--- config.mk ---
export PLATFORM = sky130hd
export DESIGN_NAME = fetch_stage
export DESIGN_NICKNAME = d
export VERILOG_FILES = /design/src/rtl/fetch_stage_pkg.sv /design/src/rtl/fetch_stage_if_id_reg.sv /design/src/rtl/fetch_stage.sv
export SDC_FILE = /design/constraint.sdc
export NUM_CORES = 1
export LEC_CHECK = 0
export BUFFER_PORTS_ARGS = -buffer_cell sky130_fd_sc_hd__buf_2
export CORE_MARGIN = 2
export CORE_UTILIZATION = 51
export CTS_BUF_LIST = sky130_fd_sc_hd__clkbuf_2 sky130_fd_sc_hd__clkbuf_4 sky130_fd_sc_hd__clkbuf_8
export DETAILED_ROUTE_END_ITERATION = 10
export GPL_ROUTABILITY_DRIVEN = 0
export PLACE_DENSITY = 0.83
export SYNTH_ARGS = -nofsm -noshare
export SYNTH_HDL_FRONTEND = slang
export SYNTH_SLANG_ARGS = --single-unit
--- constraint.sdc ---
create_clock -name clk -period 4.5 [get_ports clk]
set_input_delay 1.35 -clock clk [delete_from_list [all_inputs] [get_ports clk]]
set_output_delay 1.35 -clock clk [all_outputs]
set_load 0.03 [all_outputs]
--- src/rtl/fetch_stage_pkg.sv ---
// fetch_stage_pkg: shared widths, opcode constants and IF/ID control encoding
package fetch_stage_pkg;
    localparam int ISIZE_DEF = 16;
    localparam int DSIZE_DEF = 32;
    localparam int OP_W = 4;
    localparam logic [OP_W-1:0] OP_HALT = 4'hF;
    typedef enum logic [1:0] {IFID_HOLD, IFID_LOAD, IFID_BUBBLE} ifid_ctl_e;
endpackage

--- src/rtl/fetch_stage_if_id_reg.sv ---
// if_id_reg: pipeline register with hold, bubble (NOP, invalid) and load controls
module if_id_reg #(
    parameter int ISIZE = 16,
    parameter int DSIZE = 32
) (
    input  logic             clk,
    input  logic             rst,
    input  logic             bubble,
    input  logic             load,
    input  logic [DSIZE-1:0] next_instr,
    input  logic [ISIZE-1:0] next_pc,
    output logic [DSIZE-1:0] instr,
    output logic [ISIZE-1:0] pc,
    output logic             valid
);
    always_ff @(posedge clk) begin
        if (rst || bubble) begin
            instr <= '0;
            pc    <= '0;
            valid <= 1'b0;
        end else if (load) begin
            instr <= next_instr;
            pc    <= next_pc;
            valid <= 1'b1;
        end
    end
endmodule

--- src/rtl/fetch_stage.sv ---
// fetch_stage: owns the PC, drives the registered-address imem and fills IF/ID
module fetch_stage
    import fetch_stage_pkg::*;
#(
    parameter int ISIZE = ISIZE_DEF,
    parameter int DSIZE = DSIZE_DEF
) (
    input  logic             clk,
    input  logic             rst,
    input  logic             stall,
    input  logic             redirect,
    input  logic [ISIZE-1:0] redirect_pc,
    output logic [ISIZE-1:0] imem_addr,
    input  logic [DSIZE-1:0] imem_data,
    output logic [ISIZE-1:0] pc,
    output logic [DSIZE-1:0] if_id_instr,
    output logic [ISIZE-1:0] if_id_pc,
    output logic             if_id_valid,
    output logic             halted,
    output logic [31:0]      fetch_count
);
    logic [ISIZE-1:0] pc_next;
    logic             is_halt;
    ifid_ctl_e        ctl;

    assign is_halt = imem_data[DSIZE-1 -: OP_W] == OP_HALT;

    // imem_data -> is_halt -> pc_next -> imem_addr is a real combinational path; constrain it
    always_comb begin
        pc_next = rst ? '0 :
                  redirect ? redirect_pc :
                  (halted || stall || is_halt) ? pc : pc + ISIZE'(1);
        ctl = redirect ? IFID_BUBBLE :
              halted ? (stall ? IFID_HOLD : IFID_BUBBLE) :
              stall ? IFID_HOLD : IFID_LOAD;
    end

    assign imem_addr = pc_next;

    always_ff @(posedge clk) begin
        if (rst) begin
            pc          <= '0;
            halted      <= 1'b0;
            fetch_count <= '0;
        end else begin
            pc <= pc_next;
            if (redirect) begin
                halted <= 1'b0;
            end else if (ctl == IFID_LOAD) begin
                halted      <= is_halt;
                fetch_count <= fetch_count + 32'd1;
            end
        end
    end

    if_id_reg #(.ISIZE(ISIZE), .DSIZE(DSIZE)) u_if_id (
        .clk        (clk),
        .rst        (rst),
        .bubble     (ctl == IFID_BUBBLE),
        .load       (ctl == IFID_LOAD),
        .next_instr (imem_data),
        .next_pc    (pc),
        .instr      (if_id_instr),
        .pc         (if_id_pc),
        .valid      (if_id_valid)
    );
endmodule
# Word-level counts from Yosys, hierarchy flattened
# Cells that the tools add are included.
# op_classes
addsub	2
n_eq_ne	3
n_mux	7
bitwise_logic	1
reduce_logical	5
# ops
operator	count
$mux W16	3
$add A32 B1 Y32 const B	1
$add A16 B1 Y16 const B	1
$mux W2	3
$eq A4 B4 Y1 const B	1
$logic_or A1 B1 Y1	3
$eq A2 B1 Y1 const B	1
$eq A2 B2 Y1 const B	1
$reduce_and A2 Y1	1
$reduce_or A2 Y1	1
$mux W1	1
$not A1 Y1	1
# totals
register_bits	98
inputBits	52
wordCells	24

# Logic depth before layout (Yosys ltp)
# depth
depth_word	5
depth_mapped	7
depth_no_buf	5

# Hierarchy
# A second synthesis with hierarchy kept.
# unflattened
cells_unflattened	473
area_unflattened_um2	4334.2
# modules_own_cells
module	n_inst	cells_each	area_each_um2	seq_area_each_um2
fetch_stage	1	313	2590.0	980.9
if_id_reg	1	160	1744.2	980.9

# Worst setup path before layout
# OpenSTA, ideal clock, no wires.
# synth_timing
path_kind	input port to output port
from	in stall
to	out imem_addr[10]
t_arrival_ps	3715
setup_slack_ps	-565
cell_stages	4
cell_sequence	buf_2 > nor3b_1 > nand4_1 > a2111oi_0
# synth_via
elab_chain_len	5
# synth_rtl
item	line_no	text
start: declaration	fetch_stage.sv:10	input logic stall,
$logic_or A1 B1 Y1 (2 in series)	fetch_stage.sv:32	(halted || stall || is_halt) ? pc : pc + ISIZE'(1);
$mux W16	fetch_stage.sv:32	
$mux W16	fetch_stage.sv:31	redirect ? redirect_pc :
$mux W16	fetch_stage.sv:30	pc_next = rst ? '0 :
end: declaration	fetch_stage.sv:13	output logic [ISIZE-1:0] imem_addr,
# Every way passes these cells.

# Final worst setup path
# layout_timing
from	in stall
to	out imem_addr[15]
# Same word-level chain as after synthesis.

==> results by group <==
Synth
  – Number of different library cells in the post-synthesis netlist: 42
  – Sequential-to-total area share from yosys stat: a little under half
  – Mux cell area share after synthesis: between 2 and 2.5%
  – Yosys reg bits: 98
  – Area share of fa/ha/maj cells after synthesis: 0.576%
  – Synth Area in XOR/XNOR: 3.83%
  – Syn Inst Count: 530
  – Post-synth top area cell: dfxtp_1
  – Post-Syn Area: 4350 um2
  – Largest family of logic cells by synthesized area: simple AND/OR/NAND/NOR gates
  – Synth warnings: 0
  – Synth Area in Simple Gates: 28.1%
  – Top-area cell type share of the netlist area: 45.1%
  – Ranking of synthesized cells by area: dfxtp_1, nand2_1, a21oi_1
  – Syn Area/Cell: ~8.2 um2
  – Compound-cell area share of the yosys netlist: 15.7%
  – Syn_nets: between 500 and 600

Route
  – Per-cell routed wire length: approximately 15 um
  – Drt total wl: ~12 mm
  – Drt pass-1 iters: 5
  – Post-route DRC: 0
  – Antenna-violating nets left: 0
  – Via count: 4418
  – DR iter-0 viols: 159
  – Via/cell ratio: 5.61

Power
  – Internal: 1270 uW
  – Peak VDD IR: 0.196 mV
  – Power per standard cell area: about 320 nW/um2
  – Clk pwr share: 35.3%
  – Switch Pwr: 475 uW
  – Logic pwr share: 12.6%
  – Leak Pwr: 0.00232 uW
  – Sw Ratio: 27.3%
  – Seq pwr share: 52.1%

Global route
  – Number of global-route vias before repair: between 4000 and 5000
  – Antenna violations before repair: 1
  – Maximum number of pins on one net before global-route repair: 50
  – GRT Residual Overflow: 0
  – Global-route usage over all layers: 24.6%
  – First-pass GRT wire length: around 18 mm

Critical path
  – Flop2flop setup slack: approximately 2.2 ns
  – Worst r2r src: fetch_count[11]
  – Crit path kind: in -> out
  – Worst Path Arrival: 2.97 ns
  – Crit path launch type: primary input
  – Crit Reg-Reg Endpoint: fetch_count[31]
  – Critical path's largest stage delay: 0.44 ns
  – Worst-path maximum fanout: 6
  – CP delay by family, top: simple AND/OR/NAND/NOR gates
  – Register-to-Register Path Depth: 4
  – CP bufs+invs: 2
  – Req. time, crit path: 3.15 ns
  – Crit end category: primary output
  – Critical path's slowest cell: or3_1
  – Most common cell on crit path: buf_2
  – Cell Chain, Critical Path: buf_2, and4bb_2, nand4_1, or3_1, a311oi_2, buf_2

Clock tree
  – Clk root buf: clkbuf_8
  – # Post-CTS Setup Buffers: 0
  – PostCTS Resize Cnt: 0
  – Total CTS buffers: 9
  – Post-CTS Hold Fix Bufs: 0
  – H-Tree Depth: 3
  – Skew-Pair Late Insertion Delay: between 0.3 and 0.4 ns
  – CTS tree: done
  – Clock sinks: 98
  – Reg clk slew, reported paths: approximately 0.090 ns
  – Clock Path Buffers: 2

Place
  – Dpl cells: 771
  – Port Buf Inserts: 165
  – DP HPWL: 8.36 mm

Hold path
  – Hold Path Class: reg -> reg
  – Hold_sp: u_if_id.pc[7]
  – Hold Path Stages: 2
  – Worst hold endpoint: u_if_id.pc[7]

Floorplan
  – Core ar.: 8260 um2
  – Die Wd: 96.3 um
  – Die Ht: 96.3 um
  – IO Pins: 166
  – Initial Utilization: 52.6%
  – Full die area: 9270 um2
  – Floorplan row count: 33

Outcome
  – Outcome: complete, no violations

Layout
  – Area taken by multi-input logic gates: 2240 um2
  – Nets: 731
  – Final cell count without fillers: 787
  – Register Area: 1960 um2
  – Number of fill cells: between 600 and 700
  – Share of cells above drive strength 1: 31.7%
  – Final core occ: 66.6%
  – Layout area overhead: 26.5%

STA
  – Slew Limit Fails: 0
  – Final Hold Fails: 0
  – Minimum clock period: 4.32 ns
  – Worst-case clock skew: approximately 0.011 ns
  – Least-Margin Pin Slew: roughly 1.2 ns
  – Worst slew margin: 17.6%
  – Final setup vio count: 0
  – Final Cycle Share: a little over nine tenths
  – Unrepaired setup endpoints after global routing: no
  – Highest Clock Rate: 231 MHz

Flow run
  – Max cap viols: 0
==> area by class of cell <==
class,count,area share (%)
sequential,98,35.7
clock buffer,9,2.25
inverter,8,0.546
clock inverter,6,1.64
tap,105,2.39
multi-input combinational,385,40.8
antenna,1,0.0455
timing repair buffer,175,16.6
==> worst min-delay path: stages (launching register included) <==
cell and delay [ns]:
dfxtp_1 0.31, nand2_1 0.05, a21oi_1 0.05
==> power by group through the flow <==
stage          logic, uW  clock network (uW)  registers, uW
2_1_floorplan        104                   0            964
3_3_place_gp         215                   0            928
3_5_place_dp         219                   0            929
4_1_cts              220                 626            908
5_1_grt              238                 665            912
6_report             219                 615            908
==> metrics by stage <==
stage	instance area [um2]	setup WS [ns]	hold slack (ns)	total power [uW]	setup TNS [ns]
after floorplan	4380	-0.166	0.584	1070	-0.166
after global placement	5280	0.244	0.439	1140	0
after detailed placement	5280	0.213	0.443	1150	0
after CTS	5490	0.210	0.459	1750	0
after global routing	5500	0.0767	0.478	1810	0
final	5500	0.175	0.457	1740	0
==> registers in the layout, indices dropped and copies added (netlist names) <==
name,flops
fetch_count,32
u_if_id.instr,32
pc,16
u_if_id.pc,16
halted,1
u_if_id.valid,1
==> cells by family after synthesis <==
logic type      Yosys count
xor+xnor                 19
simple gates            243
flops                    98
buf+inv                  47
fa+ha+maj                 2
compound gates          112
mux                       9
==> how the worst max path moves through the flow <==
| stage | start | to | slack (ns) | depth (start not counted) |
|---|---|---|---|---|
| 2_1_floorplan | stall | imem_addr[10] | -0.17 | 4 |
| 3_3_place_gp | stall | imem_addr[15] | 0.24 | 6 |
| 3_5_place_dp | stall | imem_addr[15] | 0.21 | 6 |
| 4_1_cts | stall | imem_addr[15] | 0.21 | 6 |
| 5_1_grt | stall | imem_addr[11] | 0.08 | 6 |
| 6_report | stall | imem_addr[15] | 0.18 | 6 |
==> synth_stat cells, drive strengths merged <==
cell	count
or4b	1
a211oi	18
nor3b	2
mux2	9
nand3	14
nand4b	1
nor2	40
nor2b	9
nand2	115
and4bb	1
and3	4
nor4	9
or4	10
inv	8
buf	12
and4	5
nor4b	1
a2111oi	2
a21oi	61
or3	8
ha	2
xor2	14
xnor2	5
nor3	4
clkbuf	27
and2	2
o21ai	10
or2	2
nand4	15
o31ai	9
dfxtp	98
a311oi	12
==> per-layer routing <==
layer | track usage [%] | up-vias | part of all wire, % | wire [um]
met2 | 42.1 | 154 | 50 | 5820
met3 | 6.26 | 25 | 6.4 | 753
li1 | - | 2158 | - | -
met4 | 11.5 | 0 | 2.4 | 280
met1 | 28.8 | 2081 | 41 | 4820
met5 | 0 | - | 0 | 0
==> cells in the final DEF, fill, tap and decap left out, types with 3 or more instances in the layout <==
master,n
mux2_2,7
buf_2,165
xnor2_1,5
clkbuf_8,9
nand3_1,13
or3_1,7
nand4_1,14
nor2_1,40
a21oi_1,61
nor2b_1,9
a311oi_1,7
xor2_1,14
buf_4,9
dfxtp_1,98
or4_1,10
a311oi_2,5
nand2_1,115
nor3_1,3
and3_1,4
o21ai_0,9
a211oi_1,18
nor4_1,6
inv_1,8
and4_1,5
o31ai_1,9
(Power assumes the default switching activity.)
